### src/rtl/multicycle_control_pkg.sv
// ============================================================================
// Module   : multicycle_control_pkg
// Summary  : Shared types and constants for the multicycle control FSM.
// Revision : 1.0
// ============================================================================
`default_nettype none

package multicycle_control_pkg;

  typedef enum logic [2:0] {
    S_IDLE   = 3'd0,
    S_FETCH  = 3'd1,
    S_DECODE = 3'd2,
    S_EXEC   = 3'd3,
    S_MEM    = 3'd4,
    S_WB     = 3'd5
  } state_t;

  // Opcodes are decoded on a fixed 6-bit field regardless of the OP port width.
  localparam int c_opc_w = 6;

  localparam logic [c_opc_w-1:0] OP_ADD = 6'd1;
  localparam logic [c_opc_w-1:0] OP_SW  = 6'd2;
  localparam logic [c_opc_w-1:0] OP_SUB = 6'd3;
  localparam logic [c_opc_w-1:0] OP_LW  = 6'd4;
  localparam logic [c_opc_w-1:0] OP_AND = 6'd5;
  localparam logic [c_opc_w-1:0] OP_OR  = 6'd7;

  localparam logic [1:0] ALU_AND = 2'd0;
  localparam logic [1:0] ALU_OR  = 2'd1;
  localparam logic [1:0] ALU_ADD = 2'd2;
  localparam logic [1:0] ALU_SUB = 2'd3;

  typedef struct packed {
    logic       legal;
    logic       rtype;
    logic       lw;
    logic       sw;
    logic [1:0] aluop;
  } dec_t;

  function automatic logic is_mem(input dec_t d);
    return d.lw | d.sw;
  endfunction

endpackage

`default_nettype wire

### src/rtl/multicycle_control_op_decode.sv
// ============================================================================
// Module   : mc_op_decode
// Summary  : Maps a 6-bit opcode to its static datapath controls and legality.
// Revision : 1.0
// ============================================================================
`default_nettype none

module mc_op_decode
  import multicycle_control_pkg::*;
(
  input  logic [c_opc_w-1:0] i_opc,
  output dec_t               o_dec
);

  always_comb begin
    o_dec       = '0;
    o_dec.legal = 1'b1;
    o_dec.aluop = ALU_ADD;
    case (i_opc)
      OP_ADD: begin
        o_dec.rtype = 1'b1;
        o_dec.aluop = ALU_ADD;
      end
      OP_SUB: begin
        o_dec.rtype = 1'b1;
        o_dec.aluop = ALU_SUB;
      end
      OP_AND: begin
        o_dec.rtype = 1'b1;
        o_dec.aluop = ALU_AND;
      end
      OP_OR: begin
        o_dec.rtype = 1'b1;
        o_dec.aluop = ALU_OR;
      end
      OP_LW:   o_dec.lw = 1'b1;
      OP_SW:   o_dec.sw = 1'b1;
      default: o_dec.legal = 1'b0;
    endcase
  end

endmodule

`default_nettype wire

### src/rtl/multicycle_control.sv
// ============================================================================
// Module   : multicycle_control
// Summary  : Six-state multicycle CPU control FSM with registered outputs.
//            Define MC_RETIRE_CNT_EN to add the retired-instruction counter.
// Revision : 1.0
// ============================================================================
`default_nettype none

module multicycle_control
  import multicycle_control_pkg::*;
#(
  parameter int OPW  = 6,
  parameter int CNTW = 16
) (
  input  logic            clk,
  input  logic            rst,
  input  logic [OPW-1:0]  op,
  input  logic            stall,
  input  logic            mem_ready,
  output logic            irwrite,
  output logic            pcwrite,
  output logic            regdst,
  output logic            alusrc,
  output logic            memread,
  output logic            memwrite,
  output logic            memtoreg,
  output logic            regwrite,
  output logic [1:0]      aluop,
  output logic [2:0]      state,
  output logic            illegal
`ifdef MC_RETIRE_CNT_EN
  ,
  output logic [CNTW-1:0] retired
`endif
);

  state_t             r_state;
  state_t             w_state_nxt;
  logic [c_opc_w-1:0] r_opc;
  logic [c_opc_w-1:0] w_op6;
  logic [c_opc_w-1:0] w_opc_nxt;
  dec_t               w_dec;

  logic       r_irwrite, r_pcwrite, r_regdst, r_alusrc, r_memread;
  logic       r_memwrite, r_memtoreg, r_regwrite, r_illegal;
  logic [1:0] r_aluop;

  logic       w_irwrite, w_pcwrite, w_regdst, w_alusrc, w_memread;
  logic       w_memwrite, w_memtoreg, w_regwrite, w_illegal;
  logic [1:0] w_aluop;

  if (OPW >= c_opc_w) begin : g_op_trunc
    assign w_op6 = op[c_opc_w-1:0];
  end else begin : g_op_zext
    assign w_op6 = {{(c_opc_w-OPW){1'b0}}, op};
  end

  // Outside DECODE the decoder sees the held opcode, so one instance serves
  // both the legality check and the per-instruction controls.
  assign w_opc_nxt = (r_state == S_DECODE) ? w_op6 : r_opc;

  mc_op_decode u_op_decode (
    .i_opc (w_opc_nxt),
    .o_dec (w_dec)
  );

  always_comb begin
    w_state_nxt = r_state;
    case (r_state)
      S_IDLE:   w_state_nxt = S_FETCH;
      S_FETCH:  w_state_nxt = S_DECODE;
      S_DECODE: w_state_nxt = w_dec.legal ? S_EXEC : S_FETCH;
      S_EXEC:   w_state_nxt = is_mem(w_dec) ? S_MEM : S_WB;
      S_MEM: begin
        if (mem_ready) w_state_nxt = w_dec.lw ? S_WB : S_FETCH;
      end
      S_WB:     w_state_nxt = S_FETCH;
      default:  w_state_nxt = S_IDLE;
    endcase
  end

  // Outputs for the state about to be entered, so the registers present
  // Moore values aligned with the state register.
  always_comb begin
    w_irwrite  = 1'b0;
    w_pcwrite  = 1'b0;
    w_regdst   = 1'b0;
    w_alusrc   = 1'b0;
    w_memread  = 1'b0;
    w_memwrite = 1'b0;
    w_memtoreg = 1'b0;
    w_regwrite = 1'b0;
    w_illegal  = 1'b0;
    w_aluop    = ALU_AND;
    case (w_state_nxt)
      S_FETCH: begin
        w_irwrite = 1'b1;
        w_pcwrite = 1'b1;
        w_illegal = (r_state == S_DECODE);
      end
      S_EXEC, S_MEM, S_WB: begin
        w_aluop  = w_dec.aluop;
        w_alusrc = is_mem(w_dec);
        w_regdst = w_dec.rtype;
        if (w_state_nxt == S_MEM) begin
          w_memread  = w_dec.lw;
          w_memwrite = w_dec.sw;
        end
        if (w_state_nxt == S_WB) begin
          w_regwrite = 1'b1;
          w_memtoreg = w_dec.lw;
        end
      end
      default: ;
    endcase
  end

  always_ff @(posedge clk) begin
    if (rst) begin
      r_state    <= S_IDLE;
      r_opc      <= '0;
      r_irwrite  <= 1'b0;
      r_pcwrite  <= 1'b0;
      r_regdst   <= 1'b0;
      r_alusrc   <= 1'b0;
      r_memread  <= 1'b0;
      r_memwrite <= 1'b0;
      r_memtoreg <= 1'b0;
      r_regwrite <= 1'b0;
      r_illegal  <= 1'b0;
      r_aluop    <= ALU_AND;
    end else if (!stall) begin
      r_state    <= w_state_nxt;
      r_opc      <= w_opc_nxt;
      r_irwrite  <= w_irwrite;
      r_pcwrite  <= w_pcwrite;
      r_regdst   <= w_regdst;
      r_alusrc   <= w_alusrc;
      r_memread  <= w_memread;
      r_memwrite <= w_memwrite;
      r_memtoreg <= w_memtoreg;
      r_regwrite <= w_regwrite;
      r_illegal  <= w_illegal;
      r_aluop    <= w_aluop;
    end
  end

  // Strobes stay registered through a stall but are masked, so they fire
  // exactly once when the stall releases.
  assign irwrite  = r_irwrite  & ~stall;
  assign pcwrite  = r_pcwrite  & ~stall;
  assign regwrite = r_regwrite & ~stall;
  assign illegal  = r_illegal  & ~stall;
  assign regdst   = r_regdst;
  assign alusrc   = r_alusrc;
  assign memread  = r_memread;
  assign memwrite = r_memwrite;
  assign memtoreg = r_memtoreg;
  assign aluop    = r_aluop;
  assign state    = r_state;

`ifdef MC_RETIRE_CNT_EN
  logic            w_retire;
  logic [CNTW-1:0] r_retired;

  assign w_retire = ~stall & ((r_state == S_WB) |
                              ((r_state == S_MEM) & mem_ready & w_dec.sw));

  always_ff @(posedge clk) begin
    if (rst) begin
      r_retired <= '0;
    end else if (w_retire) begin
      r_retired <= r_retired + 1'b1;
    end
  end

  assign retired = r_retired;
`else
  if (CNTW < 1) begin : g_cntw_unused
  end
`endif

endmodule

`default_nettype wire
### config.mk
export PLATFORM = sky130hd
export DESIGN_NAME = multicycle_control
export DESIGN_NICKNAME = d
export VERILOG_FILES = /design/src/rtl/multicycle_control_pkg.sv /design/src/rtl/multicycle_control_op_decode.sv /design/src/rtl/multicycle_control.sv
export SDC_FILE = /design/constraint.sdc
export NUM_CORES = 1
export LEC_CHECK = 0
export CORE_UTILIZATION = 35
export CTS_CLUSTER_DIAMETER = 40
export DETAILED_ROUTE_END_ITERATION = 16
export DONT_BUFFER_PORTS = 1
export PLACE_DENSITY = 0.52
export SYNTH_ARGS = -nofsm -noshare
export SYNTH_HDL_FRONTEND = slang
export SYNTH_HIERARCHICAL = 1
export SYNTH_SLANG_ARGS = --single-unit
### constraint.sdc
create_clock -name clk -period 4.8 [get_ports clk]
set_input_delay 0.72 -clock clk [delete_from_list [all_inputs] [get_ports clk]]
set_output_delay 0.72 -clock clk [all_outputs]
set_load 0.01 [all_outputs]
==> summary.md <==
| Metric | Value |
|---|---|
| Die H | `57.13 µm` |
| Count leader, synth | `dfxtp_1` |
| Yosys warning count | `6` |
| Routed Antenna Nets | `0` |
| Crit path largest cell delay | `0.56 ns` |
| Worst path required time | `5.00 ns` |
| Mapped Area | `0.001064 mm²` |
| Worst-path maximum fanout | `10` |
| Yosys top cell area share | `0.3576` |
| Pin count of the biggest net entering global routing | `21` |
| VDD IR max | `0.1128 mV` |
| Finished Layout Cells | `144` |
| Syn Nets | `126` |
| Fmax | `322.9 MHz` |
| # port buffers | `0` |
| Clock Sinks | `19` |
| CTS tree | `done` |
| Die Area | `0.003263 mm²` |
| Vias in the first global route | `823` |
| Post-route cell area | `0.001089 mm²` |
| Global-route wire length before repair | `3843 µm` |
| Seq/Total Area, Yosys | `0.3576` |
| Worst-path clk slew | `0.10 ns` |
| Placed instance area | `0.001062 mm²` |
| Core area | `0.002829 mm²` |
| Nets | `124` |
| Power Total | `280.2 µW` |
| Via density per instance | `5.840` |
| Worst setup margin | `1.703 ns` |
| Post-synth EDFFs | `0` |
| Data arrival time of the critical path | `3.30 ns` |
| Main area contributors after synthesis | `dfxtp_1, mux2_2, mux2i_1` |
| Post-Syn Instances | `116` |
| CP startpoint kind | `flip-flop` |
| Max Cap Viol | `0` |
| Synth Flop Type | `dfxtp_1` |
| DRT iter0 DRCs | `35` |
| Slew @ Worst Pin | `0.5912 ns` |
| # rows | `19` |
| Status | `finished, violations left` |
| Unrepaired setup endpoints after global routing | `false` |
| Pins Over Slew Limit | `0` |
| Root Buffer | `clkbuf_4` |
| Routed WL | `2221 µm` |
| Ant. Diodes | `0` |
| WL/cell | `15.42 µm` |
| Initial cell density of the core | `0.3759` |
| Final setup violation count | `0` |
| Setup repair bufs after CTS | `0` |
| Layout cells sized above 1 | `0.1593` |
| Worst Skew | `0.004620 ns` |
| Share of flip-flops with an asynchronous set or reset | `0` |
| Failing checks | `DRC` |
| Clock buffer depth | `2` |
| GPL Wtd Cong | `0.8384` |
| Pre-CTS WS | `1.727 ns` |
| CP Buf/Inv Count | `0` |
| Register bit total from synthesis | `19` |
| Detailed Routing Iterations Pass 1 | `11` |
| Via Count | `841` |
| Dpl cells | `140` |
| Critical path's slowest cell | `dfxtp_1` |
| Initial antenna violation count | `0` |
| Unique masters post-synth | `39` |
| Critical path cell sequence | `nor3b_2 > mux2_2 > or3_4 > nor4b_2 > nand2b_1 > nand3b_1 > a32o_1` |
| Setup TNS | `0 ns` |
| Synth cell count leaders | `dfxtp_1, nand2_1, nor2_1, nand3_1` |
| Leak | `0.0003729 µW` |
| Tcrit/Tclk final | `0.6452` |
| Skew-Pair Late Insertion Delay | `0.30 ns` |
| Total grt overflow | `0` |
| Hold Violations, Final | `0` |
| Residual DRC count | `4` |
| Avg Synthesized Cell Area | `9.168 µm²` |
| Detailed placement HPWL | `1590 µm` |
| Max_slew headroom | `0.6054` |
| Critical setup path kind | `reg2reg` |
| Die width | `57.13 µm` |
| PD cells | `257.4 mW/mm²` |
| CTS HTree Levels | `1` |
| I/O pin cnt | `24` |
| Area leader, netlist | `dfxtp_1` |
| Tmin final | `3.097 ns` |
| Endpoint type of the worst setup path | `flip-flop` |
| Layout area overhead | `2.353%` |
| Min-delay worst type | `in2reg` |
| CP delay by family, top | `simple AND/OR/NAND/NOR gates` |
| CTS Hold Bufs | `0` |
| # resized after CTS | `0` |
| Gr usage total | `0.1515` |
| CTS buffer count | `3` |
## final timing paths
path,startpoint,depth (start not counted),slack (ns),end
hold reg to reg,r_regwrite,2,0.48,r_regwrite
hold / removal,rst,1,0.47,state[1]
setup reg to reg,state[1],7,1.70,r_pcwrite
setup / recovery,state[1],7,1.70,r_pcwrite
## registers in the layout (all words and copies together), names as in the netlist
name	cells
aluop	2
alusrc	1
memread	1
memtoreg	1
memwrite	1
r_illegal	1
r_opc	6
r_pcwrite	1
r_regwrite	1
regdst	1
state	3
## power by group
part           leakage (µW)  internal (µW)  switching, µW
combinational      0.000204           15.5           16.8
clock             0.0000150           32.4           48.6
sequential         0.000154            161           6.12
total              0.000373            209           71.5
## layer usage
metal	share of wire	global-route usage	vias up
met3	0.061	0.05669	6
li1	-	-	417
met1	0.47	0.1907	396
met4	0.016	0.05923	0
met5	0	0	-
met2	0.45	0.2353	22
## placed cells by master (no fill, tap or decap), types with 2 or more instances in the layout
cell / netlist / final
nor3b_1: 4 / 4
nor2b_1: 5 / 5
nand2b_1: 2 / 2
dfxtp_1: 19 / 19
nand2_1: 11 / 11
nor2_1: 10 / 10
mux2_2: 6 / 6
o21ai_0: 2 / 2
mux2i_1: 6 / 6
a31oi_1: 2 / 2
nand3_1: 7 / 7
nor3b_2: 2 / 2
clkbuf_4: 0 / 3
a32o_1: 3 / 3
inv_1: 3 / 3
or2_2: 2 / 2
nor4b_2: 3 / 3
nand4_1: 2 / 2
o211ai_1: 3 / 3
a21oi_1: 2 / 2
## worst reg2reg max path, cell delays in order (launching register included)
cell      delay [ns]
dfxtp_1         0.56
nor3b_2         0.52
mux2_2          0.43
or3_4           0.41
nor4b_2         0.44
nand2b_1        0.25
nand3b_1        0.10
a32o_1          0.29
## through the flow
stage | hold WS (ns) | util
2_1_floorplan | 0.4246 | -
3_3_place_gp | 0.4439 | 0.3755
3_5_place_dp | 0.4576 | 0.3755
4_1_cts | 0.4623 | 0.3848
5_1_grt | 0.4384 | 0.3848
6_report | 0.4730 | 0.3848
## logic make-up (layout without fill, tap and decap cells)
kind of cell           Yosys count  in the layout  share of synthesized area
AND/OR/NAND/NOR                 54             54                     0.3223
AO/OA/AOI/OAI                   20             20                     0.1435
buffers and inverters           10              7                    0.04824
flip-flops                      19             19                     0.3576
XOR/XNOR                         1              1                   0.008237
multiplexers                    12             12                     0.1200
## cell type report
class                           count  area, µm²
Clock buffer                        4      26.28
Fill cell                         292       1740
Inverter                            3      11.26
Multi-Input combinational cell     87      631.9
Sequential cell                    19      380.4
Tap cell                           31      38.79
Power figures use the tool's default switching activity.
